**src/rtl/control_sequencer.sv**
```systemverilog
// control_sequencer: hardwired fetch/decode/execute control unit for the 32-bit bus datapath.
// Optional single-step mode with CTRL_SINGLE_STEP_EN (adds step_i).
module control_sequencer #(
   parameter int unsigned MEM_TIMEOUT = 15
) (
   input  logic        clk_i,
   input  logic        clr_i,
   input  logic        run_i,
   input  logic [31:0] ir_i,
   input  logic        con_ff_i,
   input  logic        mem_ready_i,
`ifdef CTRL_SINGLE_STEP_EN
   input  logic        step_i,
`endif
   output logic        pc_out_o,
   output logic        mar_in_o,
   output logic        inc_pc_o,
   output logic        pc_in_o,
   output logic        mdr_read_o,
   output logic        mdr_in_o,
   output logic        mdr_out_o,
   output logic        ir_in_o,
   output logic        alu_en_o,
   output logic        c_out_o,
   output logic        mem_write_o,
   output logic [15:0] reg_in_o,
   output logic [15:0] reg_out_o,
   output logic        in_port_out_o,
   output logic        out_port_in_o,
   output logic        halted_o,
   output logic        fault_o
);

   typedef enum logic [2:0] {IDLE, T0, T1, T2, T3, T4, T5, HALT} state_t;

   state_t      state_q, state_d, done;
   logic [7:0]  cnt_q, cnt_d;
   logic        fault_q, fault_d;
   logic        go, lim, mem_st;
   logic [4:0]  op;
   logic [15:0] ra_oh;
   logic        is_alu, is_ld, is_st, is_br, is_in, is_out, is_halt;
   logic        unused_ir;

   assign op        = ir_i[31:27];
   assign ra_oh     = 16'h0001 << ir_i[26:23];
   assign unused_ir = ^ir_i[18:0];
   assign is_alu    = !op[4] || op[4:2] == 3'b100;
   assign is_ld     = op[4:1] == 4'b1010;
   assign is_st     = op == 5'b10110;
   assign is_br     = op[4:2] == 3'b110;
   assign is_in     = op == 5'b11100;
   assign is_out    = op == 5'b11101;
   assign is_halt   = op == 5'b11111;
   assign lim       = cnt_q == 8'(MEM_TIMEOUT - 1);
   assign mem_st    = state_q == T1 || (state_q == T4 && !is_alu);
   assign fault_o   = fault_q;

`ifdef CTRL_SINGLE_STEP_EN
   // One instruction per rising edge of step_i; every boundary parks in IDLE.
   logic step_q;
   assign go   = run_i && step_i && !step_q;
   assign done = IDLE;
   always_ff @(posedge clk_i or negedge clr_i)
      if (!clr_i) step_q <= 1'b0;
      else        step_q <= step_i;
`else
   assign go   = run_i;
   assign done = run_i ? T0 : IDLE;
`endif

   always_ff @(posedge clk_i or negedge clr_i)
      if (!clr_i) begin
         state_q <= IDLE;
         cnt_q   <= '0;
         fault_q <= 1'b0;
      end else begin
         state_q <= state_d;
         cnt_q   <= cnt_d;
         fault_q <= fault_d;
      end

   always_comb begin
      state_d       = state_q;
      cnt_d         = '0;
      fault_d       = fault_q;
      pc_out_o      = 1'b0;
      mar_in_o      = 1'b0;
      inc_pc_o      = 1'b0;
      pc_in_o       = 1'b0;
      mdr_read_o    = 1'b0;
      mdr_in_o      = 1'b0;
      mdr_out_o     = 1'b0;
      ir_in_o       = 1'b0;
      alu_en_o      = 1'b0;
      c_out_o       = 1'b0;
      mem_write_o   = 1'b0;
      reg_in_o      = '0;
      reg_out_o     = '0;
      in_port_out_o = 1'b0;
      out_port_in_o = 1'b0;
      halted_o      = 1'b0;
      case (state_q)
         IDLE: state_d = go ? T0 : IDLE;
         T0: begin
            pc_out_o = 1'b1;
            mar_in_o = 1'b1;
            inc_pc_o = 1'b1;
            state_d  = T1;
         end
         T1: begin
            mdr_read_o = 1'b1;
            mdr_in_o   = 1'b1;
            state_d    = T2;
         end
         T2: begin
            mdr_out_o = 1'b1;
            ir_in_o   = 1'b1;
            state_d   = T3;
         end
         T3: begin
            state_d = done;
            if (is_alu) begin
               alu_en_o = 1'b1;
               state_d  = T4;
            end else if (is_ld || is_st) begin
               mar_in_o = 1'b1;
               state_d  = T4;
            end else if (is_br) pc_in_o = con_ff_i;
            else if (is_in) begin
               in_port_out_o = 1'b1;
               reg_in_o      = ra_oh;
            end else if (is_out) begin
               reg_out_o     = ra_oh;
               out_port_in_o = 1'b1;
            end else if (is_halt) state_d = HALT;
         end
         T4: begin
            state_d = done;
            if (is_alu) begin
               c_out_o  = 1'b1;
               reg_in_o = ra_oh;
            end else if (is_ld) begin
               mdr_read_o = 1'b1;
               mdr_in_o   = 1'b1;
               state_d    = T5;
            end else mem_write_o = 1'b1;
         end
         T5: begin
            mdr_out_o = 1'b1;
            reg_in_o  = ra_oh;
            state_d   = done;
         end
         HALT: halted_o = 1'b1;
         default: state_d = IDLE;
      endcase
      // A ready memory always wins over the timeout on the same cycle.
      if (mem_st && !mem_ready_i) begin
         cnt_d   = cnt_q + 8'd1;
         state_d = lim ? HALT : state_q;
         fault_d = fault_q | lim;
      end
   end

endmodule

```
**config.mk**
```make
export PLATFORM = sky130hd
export DESIGN_NAME = control_sequencer
export DESIGN_NICKNAME = d
export VERILOG_FILES = /design/src/rtl/control_sequencer.sv
export SDC_FILE = /design/constraint.sdc
export NUM_CORES = 1
export LEC_CHECK = 0
export ABC_CLOCK_PERIOD_IN_PS = 3790
export BUFFER_PORTS_ARGS = -buffer_cell sky130_fd_sc_hd__buf_2
export CAP_MARGIN = 5
export CORE_ASPECT_RATIO = 1.75
export CORE_MARGIN = 2
export CORE_UTILIZATION = 28
export DETAILED_ROUTE_END_ITERATION = 16
export GPL_ROUTABILITY_DRIVEN = 0
export MAX_ROUTING_LAYER = met4
export PLACE_DENSITY_LB_ADDON = 0.3
export SLEW_MARGIN = 5
export SYNTH_ARGS = -nofsm -noshare
export SYNTH_HDL_FRONTEND = slang
export SYNTH_SLANG_ARGS = --single-unit
```
**constraint.sdc**
```tcl
create_clock -name clk_i -period 3.79 [get_ports clk_i]
set_clock_uncertainty 0.2 [all_clocks]
set_input_delay 0 -clock clk_i [delete_from_list [all_inputs] [get_ports clk_i]]
set_output_delay 0 -clock clk_i [all_outputs]
set_load 0.02 [all_outputs]
```
==> results by group <==
Status
  • Status: completed

Power and ir drop
  • IR drop worst, VDD: about 0.33 mV
  • Tot Pwr: 700.4 uW
  • PwrDens: between 400 and 500 nW/um2
  • Leakage: between 0.0007 and 0.0008 uW

Clock tree
  • Clk Latency, worst-skew pair: between 200 and 250 ps
  • Clk slew on worst S/H paths: 50 ps
  • Max Root-Sink Buffers: 2
  • TritonCTS clock tree: done
  • CTS Buf Count: 3
  • Post-cts repair resize count: 0
  • Clk root buf: clkbuf_8
  • H-Tree Depth: 1
  • TritonCTS Sinks: 12

Synth
  • Synth Flop Type: dfrtp_1
  • Avg Inst Size Synth: around 7.9 um2
  • Post-synth cell types: between 40 and 50
  • Total nets after synthesis: 196
  • Async set or reset register ratio after synthesis: between 90% and 100%
  • Seq/Total Area, Yosys: between 20 and 25%
  • Mapped cell area: 1234 um2
  • YS warnings: 0
  • Post-synth EDFFs: 0
  • Yosys reg bits: 12
  • Synth Instances: between 150 and 200

Timing
  • Setup Viol. Count Final: 0
  • Final Hold Vio Count: 0
  • Slew HR: a little over half
  • Tcrit/Tclk final: between 70% and 80%
  • WHS: roughly 22 ps
  • Fin. max-slew vios: 0
  • Worst-margin pin slew: about 700 ps
  • Minimum clock period: roughly 2700 ps
  • RSZ-0062 raised after global routing: no
  • Setup Total Neg Slack: 0 ps
  • Peak Freq: between 0.3 and 0.4 GHz

Layout
  • Post-Layout Cell Count: 265
  • Share of layout cells above drive strength 1: a little under two fifths
  • Area Overhead vs Synth: 31.74%
  • Filler Cells Inserted: around 470
  • Area occupied by multi-input gates: 839.6 um2
  • Commonest cells after routing, fill and taps aside: buf_2 (60), nor2_1 (31), nand2_1 (13), dfrtp_1 (12), nand2b_1 (10)
  • Most common cell after layout, fill and taps aside: buf_2
  • Nets: 255
  • Sequential cell area: between 300 and 400 um2
  • # diodes: 0

Hold path
  • HP Start: mem_ready_i
  • Hold EP: state_q[1]
  • Min-Delay Path Class: primary input to flip-flop
  • Hold Path Cell Cnt: 4

Floorplan
  • Die ar.: between 4000 and 5000 um2
  • Initial Util: 28.53%
  • Core Area: 4324 um2
  • IO Pins: 84
  • FP Rows: 32
  • Die Width: between 50 and 60 um
  • Die height: between 90 and 100 um

Drt
  • First DRT Iteration DRCs: 19
  • Drt wl/cell: 13.65 um
  • Via density: 4.970
  • Met2 Wirelength: ~1900 um
  • Highest metal used: met4
  • Antenna-violating nets left: 0
  • Metal3 WL: just over 200 um
  • # DRC: 0
  • Final WL: approximately 3600 um
  • Met1 wire length: around 1400 um
  • Via Count: 1317
  • First-pass iteration count of the detailed router: 4

Placed design
  • Placed insts: 257
  • IO buf count: 60
  • Hpwl dp: around 2900 um

Critical path
  • R2R Setup Slk: about 1400 ps
  • CP Max Fanout: 16
  • R2r endpoint: state_q[0]
  • CP startpoint kind: flip-flop
  • Setup crit end kind: output port
  • Worst r2r src: state_q[2]
  • Worst Path Arrival: about 2500 ps
  • Critical path required time: 3590 ps
  • R2r worst-path depth: 4
  • Crit Path Class: flip-flop to output port

Global routing
  • Vias in the first global route: 1257
  • First-pass GRT wire length: ~5800 um
  • Overall Global Routing Usage: around 15%
  • Largest net degree at the start of global routing: 17
  • Total grt overflow: 0
  • Initial antenna violation count: 0

Run
  • MaxCap Viol Count: 0
==> cell usage after synthesis (2+ instances only) <==
library cell / instances / share of area, %
a21oi_1: 3 / 1.2
and2_1: 2 / 1.0
buf_1: 3 / 0.91
buf_4: 3 / 1.8
buf_6: 2 / 1.8
clkbuf_1: 4 / 1.2
dfrtp_1: 12 / 24
ha_1: 2 / 2.0
inv_1: 6 / 1.8
nand2_1: 13 / 4.0
nand2b_1: 10 / 5.1
nand3_1: 3 / 1.2
nand4_1: 2 / 1.0
nor2_1: 31 / 9.4
nor3_1: 5 / 2.0
nor4_1: 6 / 3.0
nor4_2: 9 / 9.1
nor4_4: 3 / 5.2
o21a_1: 2 / 1.2
o21ai_0: 3 / 1.2
o22ai_1: 3 / 1.5
or2_2: 4 / 2.0
or3_1: 2 / 1.0
xnor2_1: 2 / 1.4
xor2_1: 6 / 4.3
==> area by class of cell <==
cell class	instances	share of cell area, %
repair buffers	66	22.02
multi-input cells	127	51.66
clock buffers	3	2.540
flip-flops and latches	12	18.48
inverters	6	1.386
well taps	51	3.926
==> power breakdown <==
group          switching, uW  leakage, uW  internal (uW)
combinational            258     0.000572            137
clock                   45.4    0.0000216           69.9
sequential              41.4     0.000159            148
total                    345     0.000753            355
==> registers in the layout, indices dropped and copies added, names as in the netlist <==
name     flops
cnt_q        8
state_q      3
fault_o      1
==> cells by family after synthesis <==
group	share of synthesized area (%)
compound gates	12.27
fa+ha+maj	2.028
simple gates	48.07
flops	24.34
xor+xnor	5.680
buf+inv	7.606
==> worst max-delay path by stage <==
| stage | start | endpoint | slack (ps) |
|---|---|---|---|
| 6_report | state_q[2] | reg_in_o[9] | 1110 |
| 5_1_grt | state_q[2] | reg_in_o[9] | 960 |
| 4_1_cts | state_q[2] | reg_in_o[9] | 1100 |
| 3_5_place_dp | state_q[2] | reg_in_o[9] | 1370 |
| 3_3_place_gp | state_q[2] | reg_in_o[9] | 1390 |
| 2_1_floorplan | state_q[0] | reg_in_o[0] | 1310 |
==> through the flow <==
stage          util [%]  cell area, um2  setup WS, ps
2_1_floorplan         -            1234          1314
3_3_place_gp      35.47            1534          1394
3_5_place_dp      35.47            1534          1369
4_1_cts           37.59            1625          1095
5_1_grt           37.59            1625         955.3
6_report          37.59            1625          1108
==> what timing repair did <==
| item | in CTS | in global routing |
|---|---|---|
| buffers inserted | 0 | 0 |
| hold buffers | 5 | 0 |
| endpoints found under the hold margin | 14 | 0 |
==> worst max-delay path: stages (launching register included) <==
cell      delay (ps)
dfrtp_1          540
or3b_1           560
nor4_4           320
a211oi_2          70
buf_4            220
nor4_1           300
buf_2            220
==> layer usage <==
metal | track usage (%) | up-vias
li1 | - | 670
met1 | 15.42 | 585
met2 | 28.61 | 55
met3 | 1.466 | 7
met4 | 6.250 | 0
met5 | - | -
Power figures use the tool's default switching activity.
